File: config.mk
export PLATFORM = sky130hd
export DESIGN_NAME = logic_unit_pipe
export DESIGN_NICKNAME = d
export VERILOG_FILES = /design/src/rtl/logic_unit_pipe.sv
export SDC_FILE = /design/constraint.sdc
export NUM_CORES = 1
export LEC_CHECK = 0
export ABC_AREA = 1
export CORE_AREA = 2 2 146 77
export DETAILED_ROUTE_END_ITERATION = 10
export DIE_AREA = 0 0 148 79
export PLACE_DENSITY = 0.56
export SYNTH_ARGS = -nofsm -noshare
export SYNTH_HDL_FRONTEND = slang
export SYNTH_SLANG_ARGS = --single-unit
File: constraint.sdc
create_clock -name clk -period 2.3 [get_ports clk]
set_clock_uncertainty 0.1 [all_clocks]
set_input_delay 0.345 -clock clk [delete_from_list [all_inputs] [get_ports clk]]
set_output_delay 0.345 -clock clk [all_outputs]
set_load 0.005 [all_outputs]
File: src/rtl/logic_unit_pipe.sv
// logic_unit_pipe: two-stage pipelined bitwise logic unit with valid/ready
// handshake, optional accumulate mode, zero/parity flags and a counter of
// completed output transfers.
//
// Ports:
//   clk, rst_n              clock, asynchronous active-low reset
//   in_valid / in_ready     producer handshake (in_ready is combinational)
//   a, b, op                operands and operation select
//                           (0 AND, 1 OR, 2 NOT a, 3 XOR, 4 NAND, 5 NOR,
//                            6 XNOR, 7 PASS a)
//   acc_mode                use accumulator in place of b, write result back
//   acc_clr                 synchronous accumulator clear (beats write-back)
//   out_valid / out_ready   consumer handshake
//   y, zero, parity         registered result and flags derived from it
//   acc                     accumulator value
//   done_cnt                number of accepted results, wraps
module logic_unit_pipe #(
    parameter int unsigned WIDTH = 8,
    parameter int unsigned CNT_W = 16
) (
    input  logic             clk,
    input  logic             rst_n,
    input  logic             in_valid,
    output logic             in_ready,
    input  logic [WIDTH-1:0] a,
    input  logic [WIDTH-1:0] b,
    input  logic [2:0]       op,
    input  logic             acc_mode,
    input  logic             acc_clr,
    output logic             out_valid,
    input  logic             out_ready,
    output logic [WIDTH-1:0] y,
    output logic             zero,
    output logic             parity,
    output logic [WIDTH-1:0] acc,
    output logic [CNT_W-1:0] done_cnt
);

    localparam logic [2:0] OP_AND  = 3'd0;
    localparam logic [2:0] OP_OR   = 3'd1;
    localparam logic [2:0] OP_NOTA = 3'd2;
    localparam logic [2:0] OP_XOR  = 3'd3;
    localparam logic [2:0] OP_NAND = 3'd4;
    localparam logic [2:0] OP_NOR  = 3'd5;
    localparam logic [2:0] OP_XNOR = 3'd6;
    localparam logic [2:0] OP_PASS = 3'd7;

    logic             s1_valid;
    logic [WIDTH-1:0] s1_a;
    logic [WIDTH-1:0] s1_b;
    logic [2:0]       s1_op;
    logic             s1_acc_mode;
    logic             s2_valid;

    logic             s1_ready_c;
    logic             s2_ready_c;
    logic             in_fire_c;
    logic             s2_load_c;
    logic             out_fire_c;
    logic [WIDTH-1:0] b_eff_c;
    logic [WIDTH-1:0] result_c;

    // Ready chain depends only on stage occupancy and out_ready, never on in_valid
    assign s2_ready_c = !s2_valid || out_ready;
    assign s1_ready_c = !s1_valid || s2_ready_c;
    assign in_ready   = s1_ready_c;
    assign in_fire_c  = in_valid && s1_ready_c;
    assign s2_load_c  = s1_valid && s2_ready_c;
    assign out_fire_c = s2_valid && out_ready;
    assign out_valid  = s2_valid;

    // Result of the S1 entry; acc is read as it stands at the S2 load edge
    always_comb begin
        b_eff_c  = s1_acc_mode ? acc : s1_b;
        result_c = '0;
        case (s1_op)
            OP_AND:  result_c = s1_a & b_eff_c;
            OP_OR:   result_c = s1_a | b_eff_c;
            OP_NOTA: result_c = ~s1_a;
            OP_XOR:  result_c = s1_a ^ b_eff_c;
            OP_NAND: result_c = ~(s1_a & b_eff_c);
            OP_NOR:  result_c = ~(s1_a | b_eff_c);
            OP_XNOR: result_c = ~(s1_a ^ b_eff_c);
            OP_PASS: result_c = s1_a;
            default: result_c = '0;
        endcase
    end

    // Stage 1: operand capture
    always_ff @(posedge clk or negedge rst_n) begin
        if (!rst_n) begin
            s1_valid    <= 1'b0;
            s1_a        <= '0;
            s1_b        <= '0;
            s1_op       <= '0;
            s1_acc_mode <= 1'b0;
        end else begin
            if (s1_ready_c) begin
                s1_valid <= in_valid;
            end
            if (in_fire_c) begin
                s1_a        <= a;
                s1_b        <= b;
                s1_op       <= op;
                s1_acc_mode <= acc_mode;
            end
        end
    end

    // Stage 2: result and flags, held while the consumer stalls
    always_ff @(posedge clk or negedge rst_n) begin
        if (!rst_n) begin
            s2_valid <= 1'b0;
            y        <= '0;
            zero     <= 1'b1;
            parity   <= 1'b0;
        end else begin
            if (s2_ready_c) begin
                s2_valid <= s1_valid;
            end
            if (s2_load_c) begin
                y      <= result_c;
                zero   <= (result_c == '0);
                parity <= ^result_c;
            end
        end
    end

    // Accumulator: clear wins over write-back on the same edge
    always_ff @(posedge clk or negedge rst_n) begin
        if (!rst_n) begin
            acc <= '0;
        end else if (acc_clr) begin
            acc <= '0;
        end else if (s2_load_c && s1_acc_mode) begin
            acc <= result_c;
        end
    end

    // Completed output transfers, wrapping
    always_ff @(posedge clk or negedge rst_n) begin
        if (!rst_n) begin
            done_cnt <= '0;
        end else if (out_fire_c) begin
            done_cnt <= done_cnt + CNT_W'(1);
        end
    end

endmodule
==> key figures <==
Run status
  • Outcome: finished, violations left
  • Violated checks: negative setup slack

Detailed routing
  • Routed len/inst: 15.4 um
  • Via count: 3,373
  • Detailed Route WL: 10,800 um
  • First drt pass iteration count: 4
  • Via count normalized by instance count: 4.82
  • Residual DRC: 0
  • First-iteration detailed-routing DRC count: 263
  • Final antenna-violating net count: 0

Finish
  • Commonest non-fill, non-tap cell in the layout: sky130_fd_sc_hd__nand2_1
  • Number of antenna repair diodes: 0
  • Final net count: 600
  • Fin cells: 700
  • Layout-stage area growth over the synthesis result: 42.9%
  • Commonest non-fill, non-tap cells in the layout: 112 x sky130_fd_sc_hd__nand2_1, 59 x sky130_fd_sc_hd__clkdlybuf4s50_1, 54 x sky130_fd_sc_hd__dfrtp_1
  • Fraction of layout instances using a drive strength above 1: 24.5%
  • Number of inserted filler cells in the final layout: 990

Synthesis
  • Warnings from Yosys: 0
  • Syn Std Cell Area: 3560 um^2
  • Portion of synthesized cell area occupied by the leading cell type: 38.6%
  • Synth area leaders: sky130_fd_sc_hd__dfrtp_1 39%, sky130_fd_sc_hd__nand2_1 13%, sky130_fd_sc_hd__ha_1 7.4%
  • Sequential area share after synthesis: 39.4%
  • Post-synthesis sequential element count: 56
  • Mean cell area of the mapped netlist: 7.85 um^2
  • Library cells used by synthesis: 32
  • Synth Net Count: 500
  • Dominant cell type by area after synthesis: sky130_fd_sc_hd__dfrtp_1
  • Synthesized netlist cell count: 454

STA
  • Ratio of final minimum period to clock period: 103%
  • Worst-case headroom to the max-slew limit: 61.0%
  • Fin. max-slew vios: 0
  • Setup TNS: -0.0644 ns
  • Actual slew at the worst max-slew pin: 0.584 ns
  • Maximum achievable frequency: 423 MHz
  • RSZ-0062 raised after global routing: yes
  • Final setup violation count: 1
  • Final hold vios: 0
  • Post-layout worst setup margin: -0.0644 ns
  • Clock period minus final worst setup slack: 2.36 ns

CTS
  • Clock sink count: 56
  • Num CTS Buffers: 5
  • Clock tree from TritonCTS: yes
  • CTS clock-pin slew for the worst setup and hold paths: 0.08 ns
  • Buffer type at the clock tree root: sky130_fd_sc_hd__clkbuf_16
  • Clk_lat worst skew: 0.30 ns
  • H-tree depth reported by CTS: 2
  • Maximum count of clock buffers along a single path: 2

Run
  • Max Cap Violations: 0

Worst setup path
  • Required @ worst endpoint: 2.38 ns
  • Slowest CP cell: sky130_fd_sc_hd__dfrtp_2
  • Critical path peak fanout: 6
  • CP Capture Type: flop
  • WS Path Type: flop to flop
  • Type of origin of the critical path: flop
  • CP cell instances: buf_6 -> o21ai_4 -> ha_2 -> nand4_1 -> nand2_1 -> nor2_1 -> nand3_1 -> inv_2 -> ha_4 -> xnor2_4 -> xnor2_1 -> o21ai_1
  • Data arrival time of the critical path: 2.44 ns
  • CP peak stage delay: 0.48 ns

Placement
  • Cell total after placement: 680
  • Routability Congestion: 0.817
  • Detailed placement HPWL: 8000 um
  • PortBufs: 60

Floorplanning
  • Vertical extent of the die: 79 um
  • Starting Density: 33.8%
  • Core Region: 10,500 um^2
  • Horizontal extent of the die: 148 um
  • Ports placed on the boundary: 61
  • Num rows: 27
  • Die area: 11,700 um^2

Min path
  • Min-delay worst type: flop to flop

Global routing
  • Global router's overall resource usage: 19.3%
  • Antenna violations before repair: 0
  • Number of global-route vias before repair: 3,346
  • Maximum number of pins on one net before global-route repair: 37
  • First-pass GRT wire length: 17,500 um
  • Overall overflow remaining after global route: 0

Power and ir drop
  • Largest vdd supply drop: 0.000491 V
  • P per Cell Area: 869 nW/um^2
  • Static leakage: 2.48 nW
-- worst max-delay path: cells and delay by family (launching register included) --
family                     cells  cell delay, ns
adders and majority gates      2            0.51
DFF                            1            0.48
and+or+nand+nor                4            0.34
xor gates and xnor gates       2            0.30
buffers and inverters          2            0.27
AOI/OAI and AO/OA              2            0.25
-- cell usage after synthesis --
library cell,n
sky130_fd_sc_hd__nand2_1,122
sky130_fd_sc_hd__inv_1,60
sky130_fd_sc_hd__dfrtp_1,55
sky130_fd_sc_hd__nor2_1,39
sky130_fd_sc_hd__nand3_1,33
sky130_fd_sc_hd__nand4_1,29
sky130_fd_sc_hd__ha_1,21
sky130_fd_sc_hd__a21oi_1,11
sky130_fd_sc_hd__o21ai_0,10
sky130_fd_sc_hd__mux2_2,9
sky130_fd_sc_hd__nand3b_1,8
sky130_fd_sc_hd__buf_2,7
sky130_fd_sc_hd__xnor2_1,7
sky130_fd_sc_hd__xor2_1,7
sky130_fd_sc_hd__buf_4,6
sky130_fd_sc_hd__nor2_4,6
sky130_fd_sc_hd__nand2_2,5
sky130_fd_sc_hd__inv_2,3
sky130_fd_sc_hd__and2_1,2
sky130_fd_sc_hd__buf_6,2
sky130_fd_sc_hd__a21boi_0,1
sky130_fd_sc_hd__a21oi_4,1
sky130_fd_sc_hd__clkbuf_1,1
sky130_fd_sc_hd__clkinv_2,1
sky130_fd_sc_hd__dfstp_2,1
sky130_fd_sc_hd__nand2_4,1
sky130_fd_sc_hd__nand3_2,1
sky130_fd_sc_hd__nand3_4,1
sky130_fd_sc_hd__nor2_8,1
sky130_fd_sc_hd__nor3_1,1
sky130_fd_sc_hd__o21ai_1,1
sky130_fd_sc_hd__or2_2,1
-- cells by family (layout without fill, tap and decap cells) --
group,count (synthesis),in the layout,synth area share [%]
AOI/OAI and AO/OA,24,24,3.76
xor gates and xnor gates,14,14,3.44
adders and majority gates,21,21,7.37
buffers and inverters,80,181,9.76
DFF,56,56,39.4
muxes,9,9,2.84
and+or+nand+nor,250,250,33.5
-- flip-flops by register name (all words and copies together), names as in the netlist --
signal       count
done_cnt        16
acc              8
s1_a             8
s1_b             8
y                8
s1_op            3
out_valid        1
parity           1
s1_acc_mode      1
s1_valid         1
zero             1
-- layer usage --
layer  GRT usage [%]  vias up  share of wire (%)
met2            25.6      109                 39
met3            4.83       14                5.9
li1                -     1648                  -
met4            4.67        0               0.81
met5               0        -                  0
met1            30.5     1602                 55
-- area by class of cell --
type | instances | area (um^2) | area share [%]
well taps | 145 | 181 | 3.56
repair buffers | 109 | 1020 | 20.0
clock inverters | 2 | 13.8 | 0.270
clock buffers | 6 | 139 | 2.73
flip-flops and latches | 56 | 1400 | 27.6
inverters | 64 | 241 | 4.74
multi-input cells | 318 | 2090 | 41.1
-- what timing repair did --
item                                    4_1_cts  5_1_grt
buffers inserted                             10        3
hold buffers                                  1        0
endpoints found under the setup margin        2        6
gates resized for setup                      42       28
gates cloned                                  0        0
pin swaps                                    25       20
hold endpoints to repair                     20        0
-- final timing paths --
kind                                  start      to  slack (ns)  cells past startpoint
min in group asynchronous             rst_n    y[7]        0.48                      2
worst min register to register         zero    zero        0.38                      2
max in group asynchronous             rst_n    zero        0.96                      3
worst min-delay path                   zero    zero        0.38                      2
worst max-delay path            s1_acc_mode  parity       -0.06                     12
worst max register to register  s1_acc_mode  parity       -0.06                     12
-- per-stage QoR --
stage                     total power [mW]  util [%]  hold slack [ns]  setup WS [ns]  cell area, um^2
final                                 4.42      48.3            0.382        -0.0644             5090
after global routing                  4.73      48.3            0.423         -0.165             5090
after CTS                             4.26      47.1            0.383        -0.0176             4960
after detailed placement              3.08      43.2            0.290         -0.330             4550
after global placement                3.03      43.2            0.297         -0.212             4550
after floorplan                       2.27         -          -0.0506        0.00427             3580
-- power breakdown --
| part | internal [mW] | total [mW] | switching [mW] |
|---|---|---|---|
| combinational | 1.17 | 2.21 | 1.04 |
| sequential | 1.19 | 1.40 | 0.211 |
| clock | 0.437 | 0.821 | 0.383 |
| total | 2.79 | 4.42 | 1.63 |
Power figures use the tool's default switching activity.
==> edit 1 (same flow settings) <==
Reset style: synchronous (`rst_n`), changed in 4 clocked blocks. Comments in the files are not updated.
--- a/src/rtl/logic_unit_pipe.sv
+++ b/src/rtl/logic_unit_pipe.sv
@@ -87,7 +87,7 @@
     end
 
     // Stage 1: operand capture
-    always_ff @(posedge clk or negedge rst_n) begin
+    always_ff @(posedge clk) begin
         if (!rst_n) begin
             s1_valid    <= 1'b0;
             s1_a        <= '0;
@@ -108,7 +108,7 @@
     end
 
     // Stage 2: result and flags, held while the consumer stalls
-    always_ff @(posedge clk or negedge rst_n) begin
+    always_ff @(posedge clk) begin
         if (!rst_n) begin
             s2_valid <= 1'b0;
             y        <= '0;
@@ -127,7 +127,7 @@
     end
 
     // Accumulator: clear wins over write-back on the same edge
-    always_ff @(posedge clk or negedge rst_n) begin
+    always_ff @(posedge clk) begin
         if (!rst_n) begin
             acc <= '0;
         end else if (acc_clr) begin
@@ -138,7 +138,7 @@
     end
 
     // Completed output transfers, wrapping
-    always_ff @(posedge clk or negedge rst_n) begin
+    always_ff @(posedge clk) begin
         if (!rst_n) begin
             done_cnt <= '0;
         end else if (out_fire_c) begin
Formal check against the unedited RTL: differs if rst_n is asserted again (counterexample within 4 cycles, from zero or initial values and one cycle with rst_n low); with rst_n held inactive, the same outputs for 10 cycles.
==> edit 1 against the unedited design <==
- the run still ends with setup timing left
- routed wire length increased by 8.3%
- final area decreased by 2.2%
- worst setup slack worse by 0.023 ns
- die area is the same
- largest cell class unchanged
- maximum frequency is 0.96% lower
- synthesized area decreased by 5.9%
- via count increased by 11%
- sequential share of layout area is 5.0 points lower
- sequential cell count did not move
Power is not compared: it rests on default switching activity, and its combinational part moved more than twofold at a synthesized area within 25%.
==> edit 1: results (changes against the unedited design) <==
* Register area share after synthesis at 33.45% (-5.9 points)
* Clock-cell share at 3.116% (+0.12 points)
* Met3 GRT Util at 4.253% (-0.57 points)
* Status: finished, violations left
* Post-Synth XOR/XNOR Area at 1.045% (-2.4 points)
* Share of layout cells above drive strength 1 at 18.65% (-5.9 points)
* Final WS setup at -0.08739 ns (-0.02297 ns)
* Largest net degree at the start of global routing at 35 (-5.4%)
* Worst Path Arrival at 2.48 ns (+0.04 ns)
* Worst-margin pin slew at 0.3209 ns (-0.2634 ns)
* #MultiIn Comb at 359 (+13%)
* FFs w/ async S/R, synth at 0% (-100 points)
* HPWL after DPL at 8.956 mm (+12%)
* Slowest-stage cell, CP: dfxtp_4
* Vias/cell at 4.876 (+1.2%)
* Met3 WL at 960 um (+52%)
* Dpl cells at 751 (+10%)
* RePlAce Congestion at 0.8740 (+6.9%)
* CP peak stage delay at 0.37 ns (-0.11 ns)
* # clk buffers at 5 (-1)
* All-Layer GR Usage at 19.67% (+0.37 points)
* Main synth FF type: dfxtp_1
* Placed cell area at 0.004493 mm2 (-1.2%)
* Worst Setup EP: parity
* Inverters at 79 (+23%)
* Finish-stage setup viols at 1 (unchanged)
* Top cells by count, synth: nand2_1 (96), nor2_1 (79), inv_1 (74), dfxtp_1 (56), o21ai_0 (47)
* Pre-CTS setup slack at -0.3158 ns (+0.01469 ns)
* Fill cells at 1052 (+6.3%)
* Non-clock buffer share of cell area at 22.51% (+2.5 points)
* GR Util met1 at 32.19% (+1.7 points)
* Worst reg2reg setup slack at -0.09 ns (-0.02 ns)
* Syn_nets at 554 (+11%)
* Failing checks: setup timing
* Mapped Cells at 508 (+12%)
* Non-clock buffers at 122 (+12%)
* Post-synthesis mux area share at 0% (-2.8 points)
* DR WL met2 at 4.368 mm (+4.7%)
* Met2 Track Usage GR at 25.37% (-0.23 points)
* Fin util at 47.25% (-1.1 points)
edit 1: cell types whose count changed after synthesis, sizes merged, moves of 6 or more:
cell    delta
dfxtp     +56
nand3     -15
buf        -7
inv       +15
nand2     -28
o21ai     +42
dfrtp     -55
mux2       -9
nor2      +37
a21oi     +22
and3       +7
nand3b     -6
edit 1: power by group through the flow:
stage	clock, mW	combinational (mW)	sequential [mW]
final	0.863	0.803	1.07
after global routing	0.920	0.877	1.07
after CTS	0.886	0.686	1.06
after detailed placement	0	0.636	1.08
after global placement	0	0.622	1.08
after floorplan	0	0.355	1.07
edit 1: worst min path at each step:
stage / from / to / slack [ns] / depth (start not counted)
finish: done_cnt[8] / done_cnt[8] / 0.39 / 2
global route: done_cnt[8] / done_cnt[8] / 0.42 / 2
CTS: done_cnt[8] / done_cnt[8] / 0.40 / 2
detailed placement: done_cnt[8] / done_cnt[8] / 0.38 / 2
global placement: done_cnt[8] / done_cnt[8] / 0.37 / 2
floorplan: s1_b[2] / s1_b[2] / 0.35 / 2
==> edit 2 (same settings) <==
Made on the original files. The parameter `CNT_W` goes from 16 to 18.
--- a/src/rtl/logic_unit_pipe.sv
+++ b/src/rtl/logic_unit_pipe.sv
@@ -16,7 +16,7 @@
 //   done_cnt                number of accepted results, wraps
 module logic_unit_pipe #(
     parameter int unsigned WIDTH = 8,
-    parameter int unsigned CNT_W = 16
+    parameter int unsigned CNT_W = 18
 ) (
     input  logic             clk,
     input  logic             rst_n,
Ports: changed (resized done_cnt); port bits go from 61 to 63. No check against the original RTL was run, so the function may have changed too.
==> edit 2 against the unedited design <==
- the flow still finishes with violations (setup timing)
- power increased by 8.7%
- synthesized area increased by 1.1%
- final area increased by 3.0%
- routed wire length decreased by 1.5%
- worst setup slack improved by 0.0022 ns
- sequential cell count increased by 2
- first-iteration DRC count decreased by 7.6%
- global-route usage decreased by 0.49 points
- highest routed layer unchanged
==> edit 2: results (changes against the unedited design) <==
* Status: finished, violations left
* Failing checks: setup timing
* Maximum VDD drop at 0.3870 mV (-21%)
* Area of the multi-input gates at 0.002027 mm2 (-3.2%)
* Hold Path End: done_cnt[17]
* CTS clk-pin slew, worst paths at 0.05 ns (-0.03 ns)
* CTS Buf Count at 9 (+4)
* Top cells by count, synth: nand2_1 (117), dfrtp_1 (57), inv_1 (56), nor2_1 (41), nand3_1 (29)
* # clk buffers at 11 (+5)
* Most area-consuming cells after synthesis: dfrtp_1 (40%), nand2_1 (12%), ha_1 (7.3%), inv_1 (5.8%), nand4_1 (4.9%)
* Final WS setup at -0.06227 ns (+0.002150 ns)
* TNS Setup at -0.06227 ns (+0.002150 ns)
* Met2 Track Usage GR at 26.25% (+0.65 points)
* Placed cell area at 0.004637 mm2 (+1.9%)
* Pre-CTS setup slack at -0.3387 ns (-0.008198 ns)
* Non-clock buffers at 113 (+3.7%)
* Syn_nets at 498 (-0.40%)
* HP Start: done_cnt[17]
* CP peak stage delay at 0.46 ns (-0.02 ns)
* Fill cells at 998 (+0.81%)
* Iter 0 DRT Violations at 243 (-7.6%)
* Worst Hold Depth at 1 (-1)
* WL final at 10.60 mm (-1.5%)
* P_comb at 2.09 mW (-5%)
* P_int at 3.151 mW (+13%)
* Met3 WL at 753 um (+19%)
* Via count at 3352 (-0.62%)
* Vias in the first global route at 3246 (-3.0%)
* HPWL after DPL at 7.671 mm (-4.1%)
* LEAKAGE at 2.592 nW (+4.3%)
* Yosys cell types at 30 (-6.3%)
* Mapped Cells at 452 (-0.44%)
* Worst Path Arrival at 2.46 ns (+0.02 ns)
* Max reg flops at 18 (+2)
* Clock share of power at 27.6% (+9.0 points)
* Layout Nets at 606 (+1.0%)
* Worst-margin pin slew at 0.4396 ns (-0.1448 ns)
* RePlAce Congestion at 0.8678 (+6.2%)
* Finish-stage setup viols at 1 (unchanged)
* #MultiIn Comb at 314 (-1.3%)
* Met3 GRT Util at 5.460% (+0.63 points)
* Seq Cell Count at 58 (+3.6%)
* Post-Layout Cell Count at 710 (+1.4%)
* H-tree lvl count at 3 (+1)
* Register area share after synthesis at 40.31% (+0.95 points)
* Clk_lat worst skew at 0.32 ns (+0.02 ns)
* All-Layer GR Usage at 18.81% (-0.49 points)
* DRT met1 WL at 5.414 mm (-7.8%)
* DR WL met2 at 4.264 mm (+2.2%)
* Initial DRT Pass Iterations at 5 (+1)
* GR Util met1 at 28.24% (-2.3 points)
* R2R depth at 13 (+1)
* IO Port Bufs at 62 (+3.3%)
* First-pass GRT wire length at 16.90 mm (-3.7%)
* WHS at 0.3657 ns (-0.01664 ns)
* Fin area at 0.005245 mm2 (+3.0%)
* Avg Cell Area, Syn at 7.972 um2 (+1.6%)
* Crit path max fanout at 8 (+2)
* Dpl cells at 683 (+0.44%)
-- edit 2: cell count changes after synthesis, moves of 3 or more --
cell and delta:
inv_2 +5, mux2_2 -9, nand3_1 -4, nand2_1 -5, mux2_1 +9, inv_1 -4
nor2_2 +3
-- edit 2: cells by family (layout without fill, tap and decap cells) --
| family | after synthesis | in the layout | synth area share [%] |
|---|---|---|---|
| AO/OA/AOI/OAI | 23 | 23 | 3.576 |
| buffers and inverters | 80 | 193 | 9.479 |
| AND/OR/NAND/NOR | 244 | 244 | 32.40 |
| flip-flops | 58 | 58 | 40.31 |
| XOR/XNOR | 17 | 17 | 4.132 |
| adder cells (fa/ha/maj) | 21 | 21 | 7.292 |
| multiplexers | 9 | 9 | 2.813 |
-- edit 2: what timing repair did --
item,CTS,global route
pin swaps,8,13
gates resized for setup,35,18
endpoints found under the hold margin,57,0
buffers inserted,8,2
setup endpoints to repair,2,4
hold buffers,1,0
